==> src/rtl/vm_controller.sv <==
// Control FSM for a no-change vending machine: edge-detects coins, pulses the
// accumulator load/clear and holds the dispense strobe. Optional idle timeout under `TIMEOUT_EN.
module vm_controller #(
    parameter int DISP_CYCLES    = 4,
    parameter int TIMEOUT_CYCLES = 1000,
    parameter int TW             = 10
) (
    input  logic       clk,
    input  logic       rst,
    input  logic       c,
    input  logic       h,
    output logic       ld,
    output logic       clr,
    output logic       d,
    output logic       tout,
    output logic [2:0] state_o
);

    localparam int DW = (DISP_CYCLES > 1) ? $clog2(DISP_CYCLES) : 1;

    typedef enum logic [2:0] {
        S_INIT = 3'd0,
        S_WAIT = 3'd1,
        S_ADD  = 3'd2,
        S_DISP = 3'd3
`ifdef TIMEOUT_EN
        , S_TOUT = 3'd4
`endif
    } state_t;

    state_t        state_q, state_d;
    logic          c_q;
    logic          seen_q, seen_d;
    logic [DW-1:0] disp_q, disp_d;
    logic          cr;

    assign cr = c & ~c_q;

`ifdef TIMEOUT_EN
    logic [TW-1:0] idle_q, idle_d;
    logic          hit;

    assign hit = (idle_q == TW'(TIMEOUT_CYCLES - 1));
`else
    logic [TW-1:0] unused_timeout_cfg;

    assign unused_timeout_cfg = TW'(TIMEOUT_CYCLES);
`endif

    always_ff @(posedge clk) begin
        if (rst) begin
            state_q <= S_INIT;
            c_q     <= 1'b0;
            seen_q  <= 1'b0;
            disp_q  <= '0;
`ifdef TIMEOUT_EN
            idle_q  <= '0;
`endif
        end else begin
            state_q <= state_d;
            c_q     <= c;
            seen_q  <= seen_d;
            disp_q  <= disp_d;
`ifdef TIMEOUT_EN
            idle_q  <= idle_d;
`endif
        end
    end

    // A vend needs both h and at least one loaded coin; a coin in the winning cycle is lost.
    always_comb begin
        state_d = state_q;
        seen_d  = seen_q;
        disp_d  = disp_q;
`ifdef TIMEOUT_EN
        idle_d  = idle_q;
`endif
        case (state_q)
            S_INIT: begin
                state_d = S_WAIT;
                seen_d  = 1'b0;
                disp_d  = '0;
`ifdef TIMEOUT_EN
                idle_d  = '0;
`endif
            end
            S_WAIT: begin
                if (h && seen_q) begin
                    state_d = S_DISP;
                    disp_d  = '0;
                end else if (cr) begin
                    state_d = S_ADD;
                    seen_d  = 1'b1;
                end
`ifdef TIMEOUT_EN
                else if (seen_q) begin
                    if (hit) begin
                        state_d = S_TOUT;
                    end else begin
                        idle_d = idle_q + 1'b1;
                    end
                end
`endif
            end
            S_ADD: begin
                state_d = S_WAIT;
`ifdef TIMEOUT_EN
                idle_d  = '0;
`endif
            end
            S_DISP: begin
                if (disp_q == DW'(DISP_CYCLES - 1)) begin
                    state_d = S_INIT;
                end else begin
                    disp_d = disp_q + 1'b1;
                end
            end
`ifdef TIMEOUT_EN
            S_TOUT: begin
                state_d = S_WAIT;
                seen_d  = 1'b0;
                idle_d  = '0;
            end
`endif
            default: begin
                state_d = S_INIT;
            end
        endcase
    end

    assign ld      = (state_q == S_ADD);
    assign d       = (state_q == S_DISP);
`ifdef TIMEOUT_EN
    assign tout    = (state_q == S_TOUT);
`else
    assign tout    = 1'b0;
`endif
    assign clr     = (state_q == S_INIT) | tout;
    assign state_o = state_q;

endmodule

==> config.mk <==
export PLATFORM = sky130hd
export DESIGN_NAME = vm_controller
export DESIGN_NICKNAME = d
export VERILOG_FILES = /design/src/rtl/vm_controller.sv
export SDC_FILE = /design/constraint.sdc
export NUM_CORES = 1
export LEC_CHECK = 0
export ABC_CLOCK_PERIOD_IN_PS = 2870
export CAP_MARGIN = 20
export CORE_AREA = 3 3 40 42
export CTS_CLUSTER_DIAMETER = 80
export CTS_CLUSTER_SIZE = 14
export DETAILED_ROUTE_END_ITERATION = 10
export DIE_AREA = 0 0 43 45
export MAX_ROUTING_LAYER = met4
export RECOVER_POWER = 25
export SYNTH_ARGS = -nofsm -noshare
export SYNTH_HDL_FRONTEND = slang
export SYNTH_SLANG_ARGS = --single-unit
==> constraint.sdc <==
create_clock -name clk -period 2.87 [get_ports clk]
set_clock_uncertainty 0.05 [all_clocks]
set_input_delay 0.7175 -clock clk [delete_from_list [all_inputs] [get_ports clk]]
set_output_delay 0.7175 -clock clk [all_outputs]
set_load 0.01 [all_outputs]
==> reports/metrics.yaml <==
status: "complete, no violations"
antennaDiodeCount: 0
vias_per_cell: 4.532
placementRows: 13
yosysTopAreaCell: "dfxtp_1"
dp_slack_ns: 0.8315
r2r.worst_path.cells: 4
ys_seq_area_share_pct: 35.16
clkTransAtPathRegs_ns: 0.04
ios: 11
synthTopCellsByArea: "dfxtp_1 35%, mux2_4 8.8%, o2111ai_1 5.1%"
power.internal_mw: 0.1549
finalPower_mw: 0.2082
syn_to_final_growth_pct: 32.23
dp_hpwl_um: 555.2
regToRegSetupSlack_ns: 1.58
avgSynthCellArea_um2: 9.232
cts_setup_buffers: 0
p_seq_share_pct: 45.2
min_period_ns: 2.288
fp.dieW_um: 43
wl_per_cell_um: 11.08
dpl_cell_area_um2: 429.2
dp_cells: 59
cts_max_path_buffers: 2
hold_buffers: 0
overflow: 0
finalMaxSlewViolations: 0
place_congestion: 0.7104
end_kind: "primary output"
drc_errors: 0
synth_warnings: 0
utilization_pct: 35.15
p_sw_mw: 0.05336
cp.required_ns: 2.10
num_vias: 281
synth_cell_types: 20
setup_viol: 0
crit_type: "reg -> out"
cts_resized: 0
fin_setup_tns_ns: 0
stdcell_count: 62
drv_cap: 0
clkPwrFrac_pct: 37.5
die_y_um: 45
fmaxAchievable_mhz: 437.1
track_usage_pct: 9.364
wirelength_um: 687
startpoint_type: "register"
hold_path_end: "state_o[1]$_SDFFE_PP0P_"
drive_above_1_share_pct: 21.28
min_from: "c_q$_SDFF_PP0_"
ant_nets: 0
final_cell_mix: "6 x dfxtp_1, 6 x clkdlybuf4s50_1"
syn_inst: 37
first_iter_violations: 5
core-area_um2: 1285
grt_pass1_vias: 288
ir_worst_vdd_v: 0.0003147
hold_viol_final: 0
r2r_start: "disp_q[0]$_SDFFE_PP0P_"
swShare_pct: 25.62
comb_power_share_pct: 17.3
start_util_pct: 26.58
antenna_found_initial: 0
rsz0062_at_grt: "no"
clock-sinks: 6
worstPathMaxFanout: 9
tritoncts: "yes"
timing.hold.worst.class: "reg -> reg"
finalNetCount: 54
cts_root_buffer: "clkbuf_4"
arrival_ns: 1.52
grt_max_degree: 10
synth_seq_cells: 6
die-area_um2: 1935
pwr_density_cell_nw_per_um2: 461.0
cts_buffers: 3
cp-startpoint: "state_o[1]$_SDFFE_PP0P_"
r2r-end: "disp_q[1]$_SDFFE_PP0P_"
synth_top_cell_area_share_pct: 35.16
min_delay_path_depth: 2
h-tree-depth: 1
whs_ns: 0.4842
grt_pass1_wl_um: 1214
stdcell_area_um2: 451.7
synth_area_um2: 341.6
finalWorstSetupSlack_ns: 0.5819
fillers: 129
clk_latency_ns: 0.25
p_leak_nw: 0.1762
dr.pass1.iters: 3
period_share_pct: 79.72
portBuffers: 8
-- registers in the layout, summed over array words and instances (netlist names) --
name and flops:
disp_q 2, state_o 2, c_q 1, seen_q 1
-- synthesized netlist by cell type, drive strengths merged --
master	count
nor2b	3
a2111oi	1
and2	1
nor2	3
nor3	1
mux2	2
conb	1
o2111ai	2
a221oi	1
ha	1
nand2	3
nand2b	2
a21oi	3
buf	2
a211oi	1
dfxtp	6
inv	4
-- critical path, stage by stage, from the launching register on --
cell and delay, ns:
dfxtp_1 0.47, inv_1 0.14, nor2_1 0.13, clkdlybuf4s50_1 0.54
-- routing by layer --
metal / wire (µm) / GRT usage [%] / up-vias
li1: - / - / 148
met1: 331 / 10.41 / 124
met2: 297 / 13.47 / 9
met3: 57 / 7.171 / 0
met4: 0 / 1.807 / 0
met5: 0 / - / -
-- power groups by stage --
stage	logic, mW	registers [mW]	clock network [mW]
after floorplan	0.0209	0.0952	0
after global placement	0.0373	0.0955	0
after detailed placement	0.0368	0.0957	0
after CTS	0.0370	0.0941	0.0837
after global routing	0.0393	0.0951	0.0888
final	0.0361	0.0942	0.0780
-- cells by family after synthesis --
logic type / share of synthesized area [%]
other: 1.098
muxes: 8.792
adders and majority gates: 3.662
AOI/OAI and AO/OA: 21.25
buffers and inverters: 8.789
DFF: 35.17
and+or+nand+nor: 21.24
-- final cells by class --
cell class	instances	area, µm²	share of cell area (%)
repair buffers	8	80.08	17.73
well taps	15	18.77	4.155
inverters	4	15.01	3.324
clock buffers	3	22.52	4.986
multi-input cells	26	195.2	43.21
flip-flops and latches	6	120.1	26.59
-- how the worst max path moves through the flow --
| stage | end | slack, ns | depth (start not counted) |
|---|---|---|---|
| floorplan | d | 1.30 | 2 |
| global placement | ld | 0.85 | 3 |
| detailed placement | ld | 0.83 | 3 |
| CTS | ld | 0.56 | 3 |
| global route | ld | 0.46 | 3 |
| finish | ld | 0.58 | 3 |
Power figures use the tool's default switching activity.
